## config.mk

```make
export PLATFORM = sky130hd
export DESIGN_NAME = y_stream_packer
export DESIGN_NICKNAME = d
export VERILOG_FILES = /design/src/rtl/y_stream_packer.sv
export SDC_FILE = /design/constraint.sdc
export NUM_CORES = 1
export LEC_CHECK = 0
export CAP_MARGIN = 25
export CORE_MARGIN = 3
export CORE_UTILIZATION = 51
export DETAILED_ROUTE_END_ITERATION = 16
export GPL_TIMING_DRIVEN = 1
export PLACE_DENSITY = 0.85
export SYNTH_ARGS = -nofsm -noshare
export SYNTH_HDL_FRONTEND = slang
export SYNTH_SLANG_ARGS = --single-unit
```

## constraint.sdc

```tcl
create_clock -name clock -period 1.8 [get_ports clock]
set_input_delay 0.36 -clock clock [delete_from_list [all_inputs] [get_ports clock]]
set_output_delay 0.36 -clock clock [all_outputs]
set_load 0.01 [all_outputs]
```

## src/rtl/y_stream_packer.sv

```systemverilog
// Packs WIDTH qualified samples of the detector output y into words, counts their ones,
// and offers each word on a valid/ready port with a sticky overrun flag for dropped words.
module y_stream_packer #(
    parameter int WIDTH = 8,
    localparam int CW = $clog2(WIDTH + 1)
) (
    input  logic             clock,
    input  logic             reset,
    input  logic             y,
    input  logic             y_en,
    output logic [WIDTH-1:0] out_data,
    output logic [CW-1:0]    out_ones,
    output logic             out_valid,
    input  logic             out_ready,
    output logic             overrun
);

    localparam int NW = $clog2(WIDTH);
    localparam logic [NW-1:0] LAST = NW'(WIDTH - 1);

    localparam logic [0:0] EMPTY = 1'b0;
    localparam logic [0:0] FULL  = 1'b1;

    // Bit 0 of the shift register would be shifted out on the completing edge before
    // ever being read, so only the upper WIDTH-1 bits are kept.
    logic [WIDTH-1:1] sr;
    logic [NW-1:0]    cnt;
    logic [CW-1:0]    acc;
    logic [0:0]       state;

    logic             complete;
    logic [WIDTH-1:0] next_word;
    logic [CW-1:0]    next_ones;

    assign complete  = y_en && (cnt == LAST);
    assign next_word = {y, sr[WIDTH-1:1]};
    assign next_ones = acc + CW'(y);
    assign out_valid = (state == FULL);

    always_ff @(posedge clock) begin
        if (reset) begin
            sr       <= '0;
            cnt      <= '0;
            acc      <= '0;
            state    <= EMPTY;
            out_data <= '0;
            out_ones <= '0;
            overrun  <= 1'b0;
        end else begin
            if (y_en) begin
                sr <= next_word[WIDTH-1:1];
                if (complete) begin
                    cnt <= '0;
                    acc <= '0;
                end else begin
                    cnt <= cnt + NW'(1);
                    acc <= next_ones;
                end
            end

            // A full register only accepts a new word if the old one leaves on the same edge.
            case (state)
                EMPTY: begin
                    if (complete) begin
                        out_data <= next_word;
                        out_ones <= next_ones;
                        state    <= FULL;
                    end
                end
                default: begin
                    if (complete) begin
                        if (out_ready) begin
                            out_data <= next_word;
                            out_ones <= next_ones;
                        end else begin
                            overrun <= 1'b1;
                        end
                    end else if (out_ready) begin
                        state <= EMPTY;
                    end
                end
            endcase
        end
    end

endmodule

```

# Word level (Yosys, flattened, before mapping)
# Index checks and enable logic that the tools add are counted.
op_classes:
  n_addsub: 2
  mul: 0
  div: 0
  magnitude_cmp: 0
  n_eq_ne: 2
  shift: 0
  n_mux: 14
  n_bitwise: 1
  n_reduce_logical: 3
ops:
  columns: ["operator", "count"]
  rows:
  - ["2-to-1 mux 8 bit", 4]
  - ["2-to-1 mux 4 bit", 5]
  - ["adder 4 x 1 -> 4 bit", 1]
  - ["2-to-1 mux 1 bit", 4]
  - ["adder 3 x 1 -> 3 bit (second input constant)", 1]
  - ["== test 3 bit (second input constant)", 1]
  - ["2-to-1 mux 3 bit", 1]
  - ["AND reduction 3 bit", 1]
  - ["!= test 2 bit (second input constant)", 1]
  - ["AND reduction 2 bit", 1]
  - ["logical AND 1 bit", 1]
  - ["inverter 1 bit", 1]
word_totals:
  ff_bits: 28
  latch_bits: 0
  mem_bits_rw: 0
  romBits: 0
  inputBits: 5
  out_inout_bits: 14
  elab_cells: 29
  mem_count: 0

# Depth between registers and ports, before layout
# Gate-level depths: netlist (run 1).
depth:
  depth_word: 4
  mapped_depth: 7
  ltp_nobuf: 5

# Worst setup path before layout (run 1)
# OpenSTA, ideal clock, no wires.
synth_path:
  path_type: "register -> register"
  start: "register cnt[0]"
  end: "register overrun"
  setup_time_ps: 128
  arrival_ps: 1344
  required_ps: 1672
  setup_slack_ps: 328
  path_stages_with_launch: 8
  n_path_buf: 2
  period_less_slack_ps: 1472
  cell_sequence: "dfxtp_1 ha_1 ha_1 and2_1 buf_2 buf_4 a21oi_1 nor2_1"
synth_via:
  elab_chain_cells: 3
synth_lines:
  columns: ["item", "line", "source"]
  rows:
  - ["from (decl)", "27", "logic [NW-1:0] cnt;"]
  - ["from (signal assigned)", "56", "cnt <= cnt + NW'(1);"]
  - ["== test 3 bit", "35", "assign complete = y_en && (cnt == LAST);"]
  - ["logical AND 1 bit", "35", null]
  - ["AND reduction 3 bit (no line)", null, null]
  - ["to (signal assigned)", "48", "overrun <= 1'b0;"]
  - ["to (signal assigned)", "76", "overrun <= 1'b1;"]
  - ["to (decl)", "15", "output logic overrun"]
# No other way between the ends.
# A chain may end at the register's enable or synchronous reset.

# Worst setup path in the final report (run 1)
layout_path:
  start: "register state (netlist: out_valid)"
  end: "output port out_valid"
layout_lines:
  columns: ["item", "line", "source"]
  rows:
  - ["from (decl)", "29", "logic [0:0] state;"]
  - ["from (signal assigned)", "45", "state <= EMPTY;"]
  - ["from (signal assigned)", "67", "state <= FULL;"]
  - ["from (signal assigned)", "79", "state <= EMPTY;"]
  - ["to (decl)", "13", "output logic out_valid,"]
# No word-level cell between the ends.

==> results.json, run 1 <==
{
  "synth_cell_type_count": 23,
  "numCtsBuffers": 3,
  "rr_startpoint": "cnt[0]",
  "critPathLaunch": "out_valid",
  "cp-start-kind": "flip-flop",
  "die_height_um": 53.1,
  "tightest_slew_ps": 607,
  "peakVddDrop_mv": 0.573,
  "grt_pass1_wl_mm": 4.01,
  "vias": 935,
  "tritoncts": "done",
  "place_congestion": 0.803,
  "track_usage": 0.192,
  "use_met1": 0.222,
  "crit_fanout": 3,
  "ios": 19,
  "num_antenna_cells": 0,
  "ys_ff_latch": 28,
  "min_path_type": "reg -> reg",
  "root_buffer": "clkbuf_4",
  "dr.pass1.iters": 4,
  "postCtsSetupRepairBufs": 0,
  "met2_usage": 0.351,
  "worst_slack_ps": 190,
  "final_hold_viol_count": 0,
  "portBuffers": 18,
  "cts_resized": 0,
  "via_per_inst": 5.57,
  "ys_seq_area_frac": 0.494,
  "setup_viol": 0,
  "dp.final_hpwl_mm": 1.69,
  "holdBufCountCts": 0,
  "syn_area_sq_um": 1130,
  "syn-instance-count": 122,
  "rsz0062_at_grt": "no",
  "fmax_ghz": 0.621,
  "clock_skew_ps": 12.6,
  "layout_common_cells": "dfxtp_1, a21oi_1, clkdlybuf4s50_1, nor2_1",
  "top_usage_layer": "met2",
  "grt_pass1_vias": 927,
  "syn_nets": 131,
  "p_leak_uw": 0.000512,
  "initial_utilization": 0.555,
  "clk_pin_slew_ps": 150,
  "clock_sinks": 28,
  "cp_top_family": "buffers and inverters",
  "layout_commonest_cell": "dfxtp_1",
  "fin_nets": 151,
  "core_sq_um": 2040,
  "dieArea_sq_um": 2820,
  "status": "complete, no violations",
  "crit_chain": "clkdlybuf4s50_1",
  "worstPathRequired_ps": 1440,
  "slowest_delay_ps": 540,
  "critPathKind": "reg -> out",
  "rows": 16,
  "critPathBufInv": 1,
  "clock_path_buffers": 2,
  "htree_levels": 1,
  "critPathSlowestCell": "clkdlybuf4s50_1",
  "grt_max_degree": 29,
  "place_ws_ps": -39.5,
  "min-delay-start": "out_data[4]",
  "wl_per_cell_um": 14.1,
  "drc": 0,
  "finalCriticalPeriod_ps": 1610,
  "drt-initial-drc-count": 35,
  "timing.max_cap.violations": 0,
  "end_kind": "output pin",
  "syn2layout_area_growth_pct": 23.8,
  "fp.dieW_um": 53.1,
  "drv_slew": 0,
  "min_period_over_period": 0.895,
  "critPathArrivalTime_ps": 1250,
  "routed_wl_mm": 2.37,
  "grt.overflow.total": 0,
  "synth_area_per_cell_sq_um": 9.29,
  "ant_nets": 0,
  "total_power_uw": 1010,
  "clk_latency_ps": 330,
  "relSlewSlack": 0.594,
  "antenna_found_initial": 0,
  "grt_use_met3": 0.0451,
  "power.density_nw_per_um2": 717,
  "synth_warnings": 0,
  "drive_above_1_share": 0.0922
}
## Yosys cell counts
| library cell | n | area (sq um) |
|---|---|---|
| buf_4 | 1 | 7.51 |
| nor2b_1 | 1 | 6.26 |
| nand3b_1 | 3 | 22.5 |
| nand4_1 | 1 | 6.26 |
| and4bb_2 | 1 | 12.5 |
| nor2_1 | 12 | 45.0 |
| buf_2 | 3 | 15.0 |
| xnor2_1 | 1 | 8.76 |
| or4b_1 | 1 | 10.0 |
| and2_1 | 1 | 6.26 |
| nand2b_1 | 4 | 25.0 |
| mux2i_1 | 9 | 90.1 |
| nand2_1 | 1 | 3.75 |
| buf_1 | 2 | 7.51 |
| a311oi_1 | 2 | 17.5 |
| dfxtp_1 | 28 | 561 |
| o21ai_0 | 11 | 55.1 |
| xor2_1 | 1 | 8.76 |
| nand3_1 | 11 | 55.1 |
| ha_1 | 4 | 50.1 |
| a21oi_1 | 19 | 95.1 |
| clkbuf_1 | 4 | 15.0 |
| nand3_2 | 1 | 10.0 |
## final cells by class
type,count,area [sq um]
fill,175,638
tap,27,33.8
clock buffer,4,36.3
timing repair buffer,25,245
multi-input combinational,84,528
sequential,28,561
## report_power, final
group | leakage (uW) | internal [uW] | switching, uW | total (uW)
clock network | 0.0000210 | 124 | 183 | 307
logic | 0.000264 | 31.0 | 32.2 | 63.2
registers | 0.000226 | 630 | 6.93 | 636
## per-layer routing
metal  part of all wire  wire length [um]  vias to the layer above
met2               0.50              1190                       23
met5                  0                 0                        -
met1               0.45              1050                      440
li1                   -                 -                      468
met3              0.045               106                        4
met4             0.0063                15                        0
## per-stage QoR
stage / cell area (sq um) / std cells / setup TNS, ps / utilization / hold WS (ps)
2_1_floorplan: 1130 / 122 / 0 / - / 443
3_5_place_dp: 1370 / 164 / -39.5 / 0.670 / 461
4_1_cts: 1400 / 168 / 0 / 0.688 / 487
3_3_place_gp: 1370 / 164 / 0 / 0.670 / 452
5_1_grt: 1400 / 168 / 0 / 0.688 / 528
6_report: 1400 / 168 / 0 / 0.688 / 487
## registers in the layout (all words and copies together), names as in the netlist
signal,flops
acc,4
cnt,3
out_valid,1
overrun,1
out_data,8
out_ones,4
sr,7
## logic make-up (layout without fill, tap and decap cells)
| group | after synthesis | count (layout) | synth area share |
|---|---|---|---|
| mux | 9 | 9 | 0.0795 |
| xor+xnor | 2 | 2 | 0.0155 |
| buf+inv | 10 | 29 | 0.0397 |
| fa+ha+maj | 4 | 4 | 0.0442 |
| simple gates | 37 | 37 | 0.179 |
| flops | 28 | 28 | 0.494 |
| compound gates | 32 | 32 | 0.148 |
## path summary, 6_finish.rpt
kind         cells past startpoint  slack, ps     endpoint
max                              1        190    out_valid
max reg2reg                      6        190  out_data[5]
min                              2        490  out_data[4]
min reg2reg                      2        490  out_data[4]
No activity file was read; power rests on OpenSTA's default activity.
==> run 2: changes to the inputs <==
--- a/config.mk
+++ b/config.mk
@@ -6,8 +6,8 @@
 export NUM_CORES = 1
 export LEC_CHECK = 0
 export CAP_MARGIN = 25
-export CORE_MARGIN = 3
 export CORE_UTILIZATION = 51
+export CTS_CLUSTER_DIAMETER = 100
 export DETAILED_ROUTE_END_ITERATION = 16
 export GPL_TIMING_DRIVEN = 1
 export PLACE_DENSITY = 0.85
==> run 2 against run 1 <==
  * Wire length down 5.7%
  * Via count rose by 2.4%
  * Flip-flop and latch count unchanged
  * Total power shrank 0.70%
  * Critical path depth rose by 5
  * Worst hold slack better by 3.6 ps
  * Register-to-register slack lost 20 ps
  * Combinational power about the same
  * Critical endpoint is now out_data[2]
  * Largest cell class unchanged
  * Largest power group unchanged
==> results.json, run 2 (synthesis results as in run 1) <==
{
  "clk_latency_ps": 320,
  "portBuffers": 18,
  "layout_commonest_cell": "dfxtp_1",
  "clkPwrFrac": 0.301,
  "clk_pin_slew_ps": 140,
  "hold_ws_ps": 490,
  "largest_register_ffs": 8,
  "crit_fanout": 11,
  "crit_chain": "ha_1 > ha_1 > and2_1 > buf_4 > nand3_1 > a21oi_1",
  "fp.dieW_um": 49.1,
  "power.density_nw_per_um2": 719,
  "critPathSlowestCell": "dfxtp_1",
  "place_ws_ps": -34.2,
  "min_path_type": "reg -> reg",
  "layout_common_cells": "dfxtp_1, a21oi_1, clkdlybuf4s50_1, nor2_1",
  "holdBufCountCts": 0,
  "top_register": "out_data",
  "fin_nets": 151,
  "cp-start-kind": "flip-flop",
  "worst_slack_ps": 170,
  "slowest_delay_ps": 380,
  "antenna_found_initial": 0,
  "seq_power_share": 0.636,
  "dieArea_sq_um": 2420,
  "routed_wl_mm": 2.23,
  "core_sq_um": 2020,
  "critPathKind": "reg -> reg",
  "internal-power_uw": 784,
  "syn2layout_area_growth_pct": 22.7,
  "finalCriticalPeriod_ps": 1630,
  "grt_max_degree": 29,
  "via_per_inst": 5.70,
  "wl_per_cell_um": 13.3,
  "top_regs": "out_data: 8 flops, sr: 7 flops",
  "grt_pass1_vias": 900,
  "postCtsSetupRepairBufs": 0,
  "ios": 19,
  "total_power_uw": 1000,
  "crit_top_cell": "ha_1",
  "drt-initial-drc-count": 21,
  "critPathBufInv": 1,
  "drv_slew": 0,
  "tritoncts": "done",
  "switchingPower_uw": 216,
  "grt.overflow.total": 0,
  "drc": 0,
  "grt_pass1_wl_mm": 3.92,
  "dr.pass1.iters": 4,
  "place_congestion": 0.843,
  "vias": 957,
  "critPathLaunch": "cnt[0]",
  "setup_viol": 0,
  "clock_sinks": 28,
  "end_kind": "flip-flop",
  "p_leak_uw": 0.000509,
  "switching_share": 0.216,
  "combPwrFrac": 0.063,
  "worstPathRequired_ps": 2060,
  "rows": 16,
  "relSlewSlack": 0.590,
  "tightest_slew_ps": 613,
  "clock_path_buffers": 2,
  "drive_above_1_share": 0.0922,
  "num_antenna_cells": 0,
  "htree_levels": 1,
  "die_height_um": 49.1,
  "initial_utilization": 0.561,
  "root_buffer": "clkbuf_4",
  "nFillCells": 155,
  "clock_skew_ps": 3.81,
  "cts_resized": 0,
  "final_hold_viol_count": 0,
  "min-delay-start": "out_ones[0]",
  "critPathArrivalTime_ps": 1890,
  "fmax_ghz": 0.613,
  "min_period_over_period": 0.906,
  "ant_nets": 0,
  "peakVddDrop_mv": 0.436,
  "dp.final_hpwl_mm": 1.63,
  "track_usage": 0.210,
  "timing.max_cap.violations": 0,
  "rsz0062_at_grt": "no",
  "numCtsBuffers": 3,
  "rr_startpoint": "cnt[0]",
  "cp_top_family": "adder cells",
  "status": "complete, no violations"
}
## run 2: cell count changes in the layout (fill, tap and decap cells not counted)
cell,previous run,this run
buf_12,1,0
buf_4,6,7
## run 2: path summary, 6_finish.rpt
check / to / slack, ps / depth (start not counted)
worst max register to register: out_data[2] / 170 / 6
worst min-delay path: out_ones[0] / 490 / 2
worst max-delay path: out_data[2] / 170 / 6
worst min register to register: out_ones[0] / 490 / 2
## run 2: per-stage QoR
step / cell area (sq um) / std cells / TNS, ps / util
2_1_floorplan: 1130 / 122 / 0 / -
3_3_place_gp: 1360 / 164 / 0 / 0.670
3_5_place_dp: 1360 / 164 / -34.2 / 0.670
4_1_cts: 1390 / 168 / 0 / 0.688
5_1_grt: 1390 / 168 / 0 / 0.688
6_report: 1390 / 168 / 0 / 0.688
## run 2: routing by layer
| layer | vias to the layer above | part of all wire | wire length, um | global-route usage |
|---|---|---|---|---|
| li1 | 469 | - | - | - |
| met1 | 463 | 0.44 | 985 | 0.261 |
| met2 | 21 | 0.51 | 1140 | 0.363 |
| met3 | 4 | 0.027 | 60 | 0.0187 |
| met4 | 0 | 0.020 | 44 | 0.103 |
| met5 | - | 0 | 0 | 0 |
## run 2: power groups by stage
stage	registers [uW]	logic, uW	clock network (uW)
after global routing	638	69.5	338
after detailed placement	650	62.6	0
final	636	63.1	301
after floorplan	648	39.9	0
after CTS	636	62.9	308
after global placement	649	59.5	0
## run 2: cell type report
class | count | area, sq um | area share
repair buffers | 25 | 233 | 0.167
clock buffers | 4 | 36.3 | 0.0261
well taps | 27 | 33.8 | 0.0243
flip-flops and latches | 28 | 561 | 0.403
multi-input cells | 84 | 528 | 0.379
## run 2: tightest hold or removal path: stages (launching register included)
cell     delay (ps)
dfxtp_1         340
o21ai_0          70
a21oi_1          60
